===== src/rtl/micro_painter_pkg.sv =====
// Shared types and APA102 framing constants for the column painter.
package micro_painter_pkg;

  typedef enum logic [2:0] {
    S_IDLE,
    S_START,
    S_FETCH,
    S_LED,
    S_END
  } state_t;

  typedef struct packed {
    logic [7:0] r;
    logic [7:0] g;
    logic [7:0] b;
  } pixel_t;

  localparam int WORD_BITS  = 32;
  localparam int START_BITS = 32;
  localparam int END_BITS   = 32;
  localparam logic [2:0] LED_HEADER = 3'b111;

  localparam logic [WORD_BITS-1:0] START_WORD = '0;
  localparam logic [WORD_BITS-1:0] END_WORD   = '1;

  // The strip expects colour bytes in B, G, R order after the header byte.
  function automatic logic [WORD_BITS-1:0] led_word(input logic [4:0] bri, input pixel_t px);
    return {LED_HEADER, bri, px.b, px.g, px.r};
  endfunction

endpackage


===== src/rtl/apa102_shifter.sv =====
// 32-bit MSB-first serializer: sclk low CLK_DIV cycles then high CLK_DIV cycles per bit.
module apa102_shifter
  import micro_painter_pkg::*;
#(
  parameter int CLK_DIV = 4
) (
  input  logic                 clk,
  input  logic                 reset,
  input  logic                 load,
  input  logic [WORD_BITS-1:0] word,
  output logic                 done,
  output logic                 sclk,
  output logic                 sdo
);

  localparam int DW = (CLK_DIV > 1) ? $clog2(CLK_DIV) : 1;
  localparam int BW = $clog2(WORD_BITS);

  logic [WORD_BITS-1:0] shreg;
  logic [DW-1:0]        div_cnt;
  logic [BW-1:0]        bit_cnt;
  logic                 active;
  logic                 half_end;

  assign half_end = active && (div_cnt == DW'(CLK_DIV - 1));
  // Asserted during the final high cycle so the next word can be loaded on
  // the same edge that ends it; words then abut with no idle gap.
  assign done     = half_end && sclk && (bit_cnt == BW'(WORD_BITS - 1));

  always_ff @(posedge clk or negedge reset) begin
    if (!reset) begin
      shreg   <= '0;
      div_cnt <= '0;
      bit_cnt <= '0;
      active  <= 1'b0;
      sclk    <= 1'b0;
      sdo     <= 1'b0;
    end else if (load) begin
      shreg   <= word;
      sdo     <= word[WORD_BITS-1];
      sclk    <= 1'b0;
      div_cnt <= '0;
      bit_cnt <= '0;
      active  <= 1'b1;
    end else if (half_end) begin
      div_cnt <= '0;
      if (!sclk) begin
        sclk <= 1'b1;
      end else begin
        sclk <= 1'b0;
        if (done) begin
          active <= 1'b0;
          sdo    <= 1'b0;
        end else begin
          bit_cnt <= bit_cnt + 1'b1;
          shreg   <= {shreg[WORD_BITS-2:0], 1'b0};
          sdo     <= shreg[WORD_BITS-2];
        end
      end
    end else if (active) begin
      div_cnt <= div_cnt + 1'b1;
    end
  end

endmodule


===== src/rtl/led_column_driver.sv =====
// Accumulates encoder steps into a clamped column index and streams that
// column's pixels from RAM to an APA102 strip whenever the column changes.
module led_column_driver
  import micro_painter_pkg::*;
#(
  parameter int NUM_LEDS      = 8,
  parameter int NUM_COLS      = 64,
  parameter int STEPS_PER_COL = 4,
  parameter int CLK_DIV       = 4
) (
  input  logic                                  clk,
  input  logic                                  reset,
  input  logic                                  step,
  input  logic                                  dir,
  input  logic                                  enable,
  input  logic [4:0]                            brightness,
  output logic                                  mem_rd,
  output logic [$clog2(NUM_LEDS*NUM_COLS)-1:0]  mem_addr,
  input  logic [23:0]                           mem_data,
  output logic                                  sclk,
  output logic                                  sdo,
  output logic                                  busy,
  output logic [$clog2(NUM_COLS)-1:0]           col
);

  localparam int AW = $clog2(NUM_LEDS * NUM_COLS);
  localparam int CW = $clog2(NUM_COLS);
  localparam int SW = (STEPS_PER_COL > 1) ? $clog2(STEPS_PER_COL) : 1;
  localparam int LW = (NUM_LEDS > 1) ? $clog2(NUM_LEDS) : 1;

  state_t               state;
  logic [SW-1:0]        sub;
  logic                 pending;
  logic [CW-1:0]        frame_col;
  logic [LW-1:0]        led;
  logic                 fetch_ph;
  logic                 sub_top;
  logic                 col_inc;
  logic                 col_dec;
  logic                 col_chg;
  logic                 start;
  logic                 last_led;
  logic                 shift_done;
  logic                 load;
  logic [WORD_BITS-1:0] word;

  function automatic logic [AW-1:0] pix_addr(input logic [CW-1:0] c, input logic [LW-1:0] l);
    return AW'(c) * AW'(NUM_LEDS) + AW'(l);
  endfunction

  // Sub-step always wraps; the column itself saturates at both ends.
  assign sub_top  = (sub == SW'(STEPS_PER_COL - 1));
  assign col_inc  = step && dir && sub_top && (col != CW'(NUM_COLS - 1));
  assign col_dec  = step && !dir && (sub == '0) && (col != '0);
  assign col_chg  = col_inc || col_dec;
  assign start    = (state == S_IDLE) && pending && enable;
  assign last_led = (led == LW'(NUM_LEDS - 1));

  always_ff @(posedge clk or negedge reset) begin
    if (!reset) begin
      sub     <= '0;
      col     <= '0;
      pending <= 1'b0;
    end else begin
      if (step) begin
        if (dir) sub <= sub_top ? '0 : sub + 1'b1;
        else     sub <= (sub == '0) ? SW'(STEPS_PER_COL - 1) : sub - 1'b1;
      end
      if (col_inc)      col <= col + 1'b1;
      else if (col_dec) col <= col - 1'b1;
      // A change landing on the start edge belongs to the next frame.
      if (col_chg)    pending <= 1'b1;
      else if (start) pending <= 1'b0;
    end
  end

  always_comb begin
    load = 1'b0;
    word = '0;
    case (state)
      S_IDLE: if (start) begin
        load = 1'b1;
        word = START_WORD;
      end
      S_FETCH: if (fetch_ph) begin
        load = 1'b1;
        word = led_word(brightness, pixel_t'(mem_data));
      end
      S_LED: if (shift_done && last_led) begin
        load = 1'b1;
        word = END_WORD;
      end
      default: ;
    endcase
  end

  always_ff @(posedge clk or negedge reset) begin
    if (!reset) begin
      state     <= S_IDLE;
      busy      <= 1'b0;
      mem_rd    <= 1'b0;
      mem_addr  <= '0;
      frame_col <= '0;
      led       <= '0;
      fetch_ph  <= 1'b0;
    end else begin
      case (state)
        S_IDLE: if (start) begin
          state     <= S_START;
          busy      <= 1'b1;
          frame_col <= col;
          led       <= '0;
        end
        S_START: if (shift_done) begin
          state    <= S_FETCH;
          fetch_ph <= 1'b0;
          mem_rd   <= 1'b1;
          mem_addr <= pix_addr(frame_col, led);
        end
        // Phase 0 issues the read; phase 1 sees the RAM data and loads it.
        S_FETCH: if (!fetch_ph) begin
          fetch_ph <= 1'b1;
          mem_rd   <= 1'b0;
        end else begin
          state <= S_LED;
        end
        S_LED: if (shift_done) begin
          if (last_led) begin
            state <= S_END;
          end else begin
            led      <= led + 1'b1;
            state    <= S_FETCH;
            fetch_ph <= 1'b0;
            mem_rd   <= 1'b1;
            mem_addr <= pix_addr(frame_col, led + 1'b1);
          end
        end
        S_END: if (shift_done) begin
          state <= S_IDLE;
          busy  <= 1'b0;
        end
        default: state <= S_IDLE;
      endcase
    end
  end

  apa102_shifter #(.CLK_DIV(CLK_DIV)) u_shifter (
    .clk   (clk),
    .reset (reset),
    .load  (load),
    .word  (word),
    .done  (shift_done),
    .sclk  (sclk),
    .sdo   (sdo)
  );

endmodule


===== config.mk =====
export PLATFORM = sky130hd
export DESIGN_NAME = led_column_driver
export DESIGN_NICKNAME = d
export VERILOG_FILES = /design/src/rtl/micro_painter_pkg.sv /design/src/rtl/apa102_shifter.sv /design/src/rtl/led_column_driver.sv
export SDC_FILE = /design/constraint.sdc
export NUM_CORES = 1
export LEC_CHECK = 0
export CORE_MARGIN = 8
export CORE_UTILIZATION = 59
export CTS_BUF_LIST = sky130_fd_sc_hd__clkbuf_2 sky130_fd_sc_hd__clkbuf_4 sky130_fd_sc_hd__clkbuf_8
export DETAILED_ROUTE_END_ITERATION = 10
export PLACE_DENSITY = 0.86
export SKIP_LAST_GASP = 1
export SLEW_MARGIN = 20
export SYNTH_ARGS = -nofsm -noshare
export SYNTH_HDL_FRONTEND = slang
export SYNTH_SLANG_ARGS = --single-unit

===== constraint.sdc =====
create_clock -name clk -period 4.33 [get_ports clk]
set_clock_uncertainty 0.05 [all_clocks]
set_input_delay 0.866 -clock clk [delete_from_list [all_inputs] [get_ports clk]]
set_output_delay 0.866 -clock clk [all_outputs]
set_load 0.005 [all_outputs]

Word-level counts from Yosys, hierarchy flattened --
Index checks and enable logic that the tools add are counted.
Cells by class: $add $sub $neg 9, multipliers 0, divide/modulo/power cells 0, $lt $le $gt $ge 0, equality and inequality tests 17, shift-type cells 0, mux-type cells 61, bitwise logic cells 0, reductions and logical operators 37
Operators by type and width (number):
- two-way mux 31 bit | 4
- two-way mux 32 bit | 2
- one-hot mux 32 bit (2 select lines) | 1
- two-way mux 3 bit | 9
- two-way mux 9 bit | 3
- two-way mux 1 bit | 23
- two-way mux 5 bit | 4
- adder 9 x 3 -> 9 bit | 2
- one-hot mux 9 bit (2 select lines) | 1
- nonzero test 2 bit | 8
- one-hot mux 3 bit (5 select lines) | 1
- inequality test 2 bit, second input constant | 7
- logical AND 1 bit | 12
- two-way mux 2 bit | 6
- two-way mux 6 bit | 2
- AND reduction 4 bit | 3
- AND reduction 5 bit | 2
- one-hot mux 1 bit (3 select lines) | 3
- AND reduction 3 bit | 3
- adder 6 x 1 -> 6 bit, second input constant | 1
- == test 3 x 2 -> 1 bit, second input constant | 2
- == test 3 bit, second input constant | 2
- inequality test 6 bit, second input constant | 1
- one-hot mux 3 bit (2 select lines) | 1
- other kinds (17) | 21
Storage, ports and cells: register bits after elaboration 74, latch bits 0, bits in writable memories 0, ROM bits 0, input port bits 34, output and inout bits 19, logic and storage cells 140, memories 0

Longest topological paths before layout --
Gate-level depths: netlist of the first run.
depth in word-level cells 9, mapped depth 11, depth with buffers taken out 10

Modules after synthesis --
Synthesis of the first run repeated with hierarchy kept, for this count alone.
Unflattened totals: cells, all modules 362, area total of the unflattened synthesis 3814.9 um^2
Modules (own cells, without submodules):
- led_column_driver | instances 1, cells each 181, area each 1933.1 um^2, seq. area each 825.8 um^2
- apa102_shifter | instances 1, cells each 181, area each 1881.8 um^2, seq. area each 1026.0 um^2

Worst setup path after synthesis of the first run --
No wires, ideal clock.
path kind input -> register, from input step, to register col[5], library setup time 0.080 ns, arrival 2.726 ns, required time 4.200 ns, setup slack 1.474 ns, stages on the path 9, path buffers 1, cell sequence clkbuf_1 > nor3b_1 > inv_1 > ha_1 > a211oi_1 > o21bai_1 > a21oi_1 > mux2i_1 > xnor2_1
On the way: longest elaborated chain between the ends 4
Ends and longest elaborated chain:
- from (decl) | RTL line led_column_driver.sv:13 | input logic step,
- logical AND 1 bit (on tied branches) (3 in a row) | RTL line led_column_driver.sv:53, led_column_driver.sv:54
- two-way mux 6 bit / nonzero test 2 bit (equally long branches)
- to (signal assigned) | RTL line led_column_driver.sv:69 | if (col_inc) col <= col + 1'b1;
- to (signal assigned) | RTL line led_column_driver.sv:70 | else if (col_dec) col <= col - 1'b1;
- to (decl) | RTL line led_column_driver.sv:23 | output logic [$clog2(NUM_COLS)-1:0] col
Several ways; a longest one is shown, not always the timed one. A chain may end at the register's enable or synchronous reset.

Worst setup path after layout of the first run --
Ends and elaborated chain as after synthesis.

==> summary.txt, run 1 <==
Timing
  • Highest clock rate: 0.321 GHz
  • Worst-Margin Slew: 0.859 ns
  • Final setup fails: 0
  • Setup_tns: 0 ns
  • RSZ-0062 raised after global routing: false
  • Final Hold Viols: 0
  • Final min period: 3.12 ns
  • Final Max Slew Viols: 0
  • Slew margin rel.: 0.423
  • Tcrit/Tclk final: 0.720

Yosys
  • Post-synth EDFFs: 0
  • Ys Warns: 0
  • Sequential fraction of the synthesis area: 0.504
  • Ys async rst share: 1.00
  • List of most frequent post-synthesis cells: 74 x dfrtp_1, 63 x nand2_1, 48 x nor2_1, 28 x a21oi_1, 26 x o21ai_0
  • Syn nets: 422
  • Largest family of logic cells by synthesized area: simple AND/OR/NAND/NOR gates
  • Compound-Gate Fraction of Synth Area: 0.148
  • Synth unique cells: 48
  • Post-synthesis register bit count: 74
  • Mapped Area: 0.00367 mm^2
  • Post-synthesis mux area share: 0.0521
  • Main area contributors after synthesis: dfrtp_1 50%, nand2_1 6.4%, nor2_1 4.9%
  • Synth top area share: 0.504
  • Post-Synth Simple-Gate Area: 0.181
  • Ys flop type: dfrtp_1
  • Post-Synth Adder-Cell Area: 0.0464
  • Leading area contributor after synthesis: dfrtp_1
  • Synthesized area per cell: 9.79 um^2
  • Most frequent cell after synthesis: dfrtp_1
  • XOR/XNOR Fraction of Synth Area: 0.0239
  • Synth Instances: 375

Power and ir drop
  • Sw Pwr: 482 uW
  • Sw Ratio: 0.290
  • Max IR drop VDD: 0.000372 V
  • Clock power share: 0.293
  • Pint: 1.18 mW
  • Gate power share: 0.231
  • Reg power frac: 0.476
  • Pwr dens: 382 mW/mm^2
  • Lkg Pwr: 1.99 nW

GRT
  • Initial antenna violation count: 0
  • First-pass GRT wire length: 13600 um
  • Total gr overflow: 0
  • Vias in the first global route: 2901
  • Largest net degree at the start of global routing: 37
  • Gr usage total: 0.190

Die
  • Die Wd: 94.9 um
  • Full die area: 0.00900 mm^2
  • Initial Util: 0.616
  • Placement Rows: 28
  • DIE HEIGHT: 94.9 um
  • I/O pin count: 53
  • Area of the core: 0.00596 mm^2

Setup path
  • Critical Path End Type: flip-flop
  • CP Class: in2reg
  • CP bufs+invs: 2
  • CP top delay family: buffers and inverters
  • Crit path largest cell delay: 0.63 ns
  • Critical Path AT: 3.33 ns
  • Critical path required time: 4.54 ns
  • Crit start category: input port
  • R2R setup slack: 1.67 ns
  • CP Max Fanout: 8
  • Cell Chain, Critical Path: clkdlybuf4s50_1, nor3b_1, inv_1, ha_1, a211oi_1, o21bai_1, a21oi_1, mux2i_1, xnor2_1
  • Critical path's slowest cell: clkdlybuf4s50_1

Clocking
  • Clock Path Buffers: 2
  • Total CTS buffers: 9
  • Resized Gates After CTS: 0
  • # hold bufs at CTS: 0
  • Clock root buffer: clkbuf_8
  • Clock slew at reported path FFs: 0.08 ns
  • Clock H-tree levels: 3
  • Clk_lat worst skew: 0.35 ns
  • CTS tree: done
  • Clock Sinks: 74
  • Post-CTS setup buffers: 0

Detailed routing
  • WL/cell: 16.3 um
  • Vias post-DR: 2918
  • DRC violations left: 0
  • Initial DRC count: 225
  • 1st-pass router iterations: 5
  • ANT nets after route: 0
  • Via-to-Cell Ratio: 5.85
  • DRT Wirelength: 8140 um

Layout
  • Antenna diodes: 0
  • # fillers: 448
  • Layout cells sized above 1: 0.0967
  • Nets: 467
  • Final instance area: 0.00435 mm^2
  • Synthesis-to-layout area growth: 18.6%
  • Fin cells: 499

Min path
  • Min-delay worst type: in2async

Place
  • Placed insts: 484
  • Input/output buffers: 52
  • GP Congestion: 0.823
  • DP Area: 0.00417 mm^2
  • HPWL after DPL: 5780 um

Run
  • Max_cap viols: 0

Run status
  • Status: complete, no violations
## worst reg2reg max path, cell delays in order (launching register included)
cell and delay (ns):
dfrtp_1 0.47, inv_1 0.17, nor3_1 0.09, nor3b_1 0.37
inv_1 0.18, ha_1 0.33, a211oi_1 0.25, o21bai_1 0.11
a21oi_1 0.19, mux2i_1 0.24, xnor2_1 0.14
## cell type report
class                   count  area, um^2  share of cell area
flip-flops and latches     74        1850               0.425
well taps                  75        93.8              0.0216
multi-input cells         271        1660               0.381
inverters                   9        33.8             0.00776
clock buffers              11         151              0.0348
repair buffers             55         538               0.124
clock inverters             4        27.5             0.00632
## through the flow
step	total power, mW	setup WS, ns	hold WS (ns)	utilization
global route	1.75	1.05	0.365	0.731
detailed placement	1.19	0.880	0.410	0.701
finish	1.66	1.21	0.358	0.731
global placement	1.17	0.993	0.408	0.701
floorplan	1.03	1.47	0.392	-
CTS	1.67	1.20	0.357	0.731
## flip-flops by register name (all words and copies together) (netlist names), 2 cells and up
| name | cells |
|---|---|
| mem_addr | 9 |
| u_shifter.div_cnt | 2 |
| col | 6 |
| state | 3 |
| u_shifter.shreg | 31 |
| frame_col | 6 |
| sub | 2 |
| u_shifter.bit_cnt | 5 |
| led | 3 |
## placed cells by master (no fill, tap or decap), types with 2 or more instances in the layout
| cell | instances |
|---|---|
| dfrtp_1 | 74 |
| nand2_1 | 63 |
| clkdlybuf4s50_1 | 51 |
| nor2_1 | 48 |
| a21oi_1 | 28 |
| o21ai_0 | 26 |
| ha_1 | 12 |
| clkbuf_8 | 11 |
| o211ai_1 | 10 |
| inv_1 | 9 |
| mux2_2 | 9 |
| mux2i_1 | 9 |
| a222oi_1 | 8 |
| xnor2_1 | 7 |
| nand3_1 | 6 |
| nand4_1 | 4 |
| nor3_1 | 3 |
| nor3b_1 | 3 |
| xor2_1 | 3 |
| clkinvlp_4 | 3 |
| buf_4 | 3 |
| nand2_2 | 2 |
| nand3b_1 | 2 |
| a21o_1 | 2 |
| nand2b_1 | 2 |
| a31oi_1 | 2 |
## power groups by stage
stage	clock (mW)	combinational (mW)	sequential [mW]
3_3_place_gp	0	0.370	0.801
4_1_cts	0.488	0.391	0.790
6_report	0.487	0.385	0.791
2_1_floorplan	0	0.237	0.788
5_1_grt	0.526	0.430	0.797
3_5_place_dp	0	0.387	0.803
## cell families after synthesis
kind of cell             after synthesis
adder cells (fa/ha/maj)               13
flip-flops                            74
multiplexers                          18
AND/OR/NAND/NOR                      146
AO/OA/AOI/OAI                         84
XOR/XNOR                              10
buffers and inverters                 30
## metal layers
layer,up-vias,part of all wire,GRT usage
li1,1394,-,-
met1,1437,0.43,0.239
met2,76,0.50,0.313
met3,11,0.045,0.0357
met4,0,0.017,0.0793
met5,-,0,0
## worst paths after layout
| path | end | depth (start not counted) | from |
|---|---|---|---|
| max | col[5] | 9 | step |
| min | mem_addr[0] | 1 | reset |
| max reg2reg | col[5] | 10 | col[0] |
| min reg2reg | frame_col[1] | 2 | frame_col[1] |
| max in group asynchronous | u_shifter.shreg[25] | 2 | reset |
| min in group clk | frame_col[1] | 2 | frame_col[1] |
No activity file was read; power rests on OpenSTA's default activity.
==> run 2, diff against run 1 <==
- CORE_UTILIZATION: 59 -> 51
- PLACE_DENSITY: 0.86 -> 0.79
- clock period: 4.33 -> 2.6 ns (I/O delays scaled with it)
==> run 2 against run 1 <==
Against the previous run:
- utilization is 8.5 points lower
- highest routed layer unchanged
- critical endpoint unchanged
- final area increased by 5.3%
- final cell count grew 9.0%
- critical path type unchanged
- critical path depth is 1 higher
- hold slack worse by 0.19 ns
- power up 81%
- flip-flop and latch count unchanged
==> summary.txt, run 2 (synthesized netlist as in run 1, its figures left out) <==
Die
  • Initial Util: 0.517 (-0.0992)
  • Die Wd: 101 um (+6.3%)
  • I/O pin count: 53 (unchanged)
  • DIE HEIGHT: 101 um (+6.3%)
  • Full die area: 0.0102 mm^2 (+13%)
  • Area of the core: 0.00710 mm^2 (+19%)
  • Placement Rows: 31 (+11%)

Detailed routing
  • DRT Wirelength: 8080 um (-0.82%)
  • Vias post-DR: 2976 (+2.0%)
  • 1st-pass router iterations: 4 (-1)
  • ANT nets after route: 0 (unchanged)
  • WL/cell: 14.8 um (-9.0%)
  • Via-to-Cell Ratio: 5.47 (-6.4%)
  • Initial DRC count: 171 (-24%)
  • DRC violations left: 0 (unchanged)

Min path
  • Min-delay worst type: in2async

Place
  • DP Area: 0.00437 mm^2 (+4.6%)
  • Input/output buffers: 52 (unchanged)
  • Pre-CTS setup slack: -0.183 ns (-1.06 ns)
  • GP Congestion: 0.785 (-4.6%)
  • HPWL after DPL: 5840 um (+1.0%)

Run
  • Max_cap viols: 0 (unchanged)

Setup path
  • CP Class: in2reg
  • Critical Path End Type: flip-flop
  • CP Max Fanout: 3 (-5)
  • Critical Path AT: 2.62 ns (-0.71 ns)
  • Critical path required time: 2.82 ns (-1.72 ns)
  • Crit start category: input port

Clocking
  • CTS tree: done
  • Clock root buffer: clkbuf_8
  • Clock H-tree levels: 3 (unchanged)
  • Clk_lat worst skew: 0.35 ns (about the same)
  • Post-CTS setup buffers: 0 (unchanged)
  • Clock Sinks: 74 (unchanged)
  • # hold bufs at CTS: 0 (unchanged)
  • Total CTS buffers: 9 (unchanged)
  • Clock Path Buffers: 2 (unchanged)
  • Clock slew at reported path FFs: 0.08 ns (about the same)

Timing
  • Highest clock rate: 0.416 GHz
  • Final setup fails: 0 (unchanged)
  • Final min period: 2.40 ns
  • RSZ-0062 raised after global routing: false
  • Setup_tns: 0 ns (unchanged)
  • Tcrit/Tclk final: 0.924
  • Worst setup margin: 0.198 ns (-1.01 ns)
  • Final Hold Viols: 0 (unchanged)
  • Final Max Slew Viols: 0 (unchanged)
  • Slew margin rel.: 0.527 (+0.104)
  • Worst-Margin Slew: 0.710 ns (-0.149 ns)

Layout
  • Regs by FF count: u_shifter.shreg (31), mem_addr (9)
  • Final instance area: 0.00458 mm^2 (+5.3%)
  • Final core occ: 0.646 (-0.0850)
  • Layout cells sized above 1: 0.144 (+0.0471)
  • Antenna diodes: 0 (unchanged)
  • Nets: 487 (+4.3%)
  • Biggest register: u_shifter.shreg
  • Commonest non-fill, non-tap cell in the layout: dfrtp_1
  • Most frequent cells in the layout: 74 x dfrtp_1, 63 x nand2_1, 51 x clkdlybuf4s50_1
  • Largest register FFs: 31 (unchanged)
  • Synthesis-to-layout area growth: 24.9%

GRT
  • Largest net degree at the start of global routing: 32 (-14%)
  • Total gr overflow: 0 (unchanged)
  • Vias in the first global route: 2989 (+3.0%)
  • Initial antenna violation count: 0 (unchanged)
  • Gr usage total: 0.168 (-0.0214)
  • First-pass GRT wire length: 13700 um (+0.92%)

Run status
  • Status: complete, no violations

Power and ir drop
  • Pwr dens: 657 mW/mm^2 (+72%)
  • Lkg Pwr: 2.12 nW (+6.4%)
  • Max IR drop VDD: 0.000623 V (+68%)
  • Tot Pwr: 3.01 mW (+81%)
## run 2: routing by layer
layer,global-route usage,share of wire,vias up
li1,-,-,1434
met1,0.198,0.44,1479
met2,0.291,0.51,53
met3,0.0373,0.041,10
met4,0.0628,0.014,0
met5,0,0,-
## run 2: layout make-up
type | count | area (um^2)
multi-input combinational | 271 | 1670
sequential | 74 | 1850
clock inverter | 6 | 70.1
inverter | 9 | 33.8
fill | 559 | 2510
tap | 99 | 124
timing repair buffer | 75 | 701
clock buffer | 10 | 138
## run 2: where the power goes
group          leakage (nW)  total (mW)  switching, mW  internal (mW)
logic                  1.05       0.820          0.363          0.456
registers             0.961        1.27         0.0495           1.22
clock network         0.108       0.925          0.444          0.482
total                  2.12        3.01          0.857           2.15
## run 2: worst paths after layout
check,from,endpoint,slack [ns],cells past startpoint
setup / recovery,dir,col[5],0.20,10
setup reg to reg,u_shifter.bit_cnt[0],u_shifter.shreg[4],0.21,8
hold reg to reg,frame_col[2],frame_col[2],0.43,2
hold / removal,reset,led[2],0.17,1
min in group clk,frame_col[2],frame_col[2],0.43,2
max in group asynchronous,reset,u_shifter.active,1.64,2
## run 2: per-stage QoR
step	hold slack [ns]	instances
2_1_floorplan	0.174	375
4_1_cts	0.182	544
6_report	0.168	544
5_1_grt	0.217	544
3_3_place_gp	0.411	528
3_5_place_dp	0.413	528
## run 2: critical path: stages
cell	delay (ns)
clkdlybuf4s50_1	0.48
nand2_1	0.09
nor3b_2	0.19
inv_1	0.10
ha_1	0.31
a211oi_1	0.24
o21bai_1	0.10
a21oi_1	0.20
mux2i_1	0.26
xnor2_1	0.13
## run 2: repair_timing
action | in CTS | in global routing
endpoints found under the setup margin | 0 | 1
gates resized for setup | 0 | 2
hold endpoints to repair | 0 | 0
==> run 3, diff against run 2 <==
- CAP_MARGIN: unset -> 20
==> results of run 3 <==
No change in the layout: final DEF, timing and power equal those of run 2.
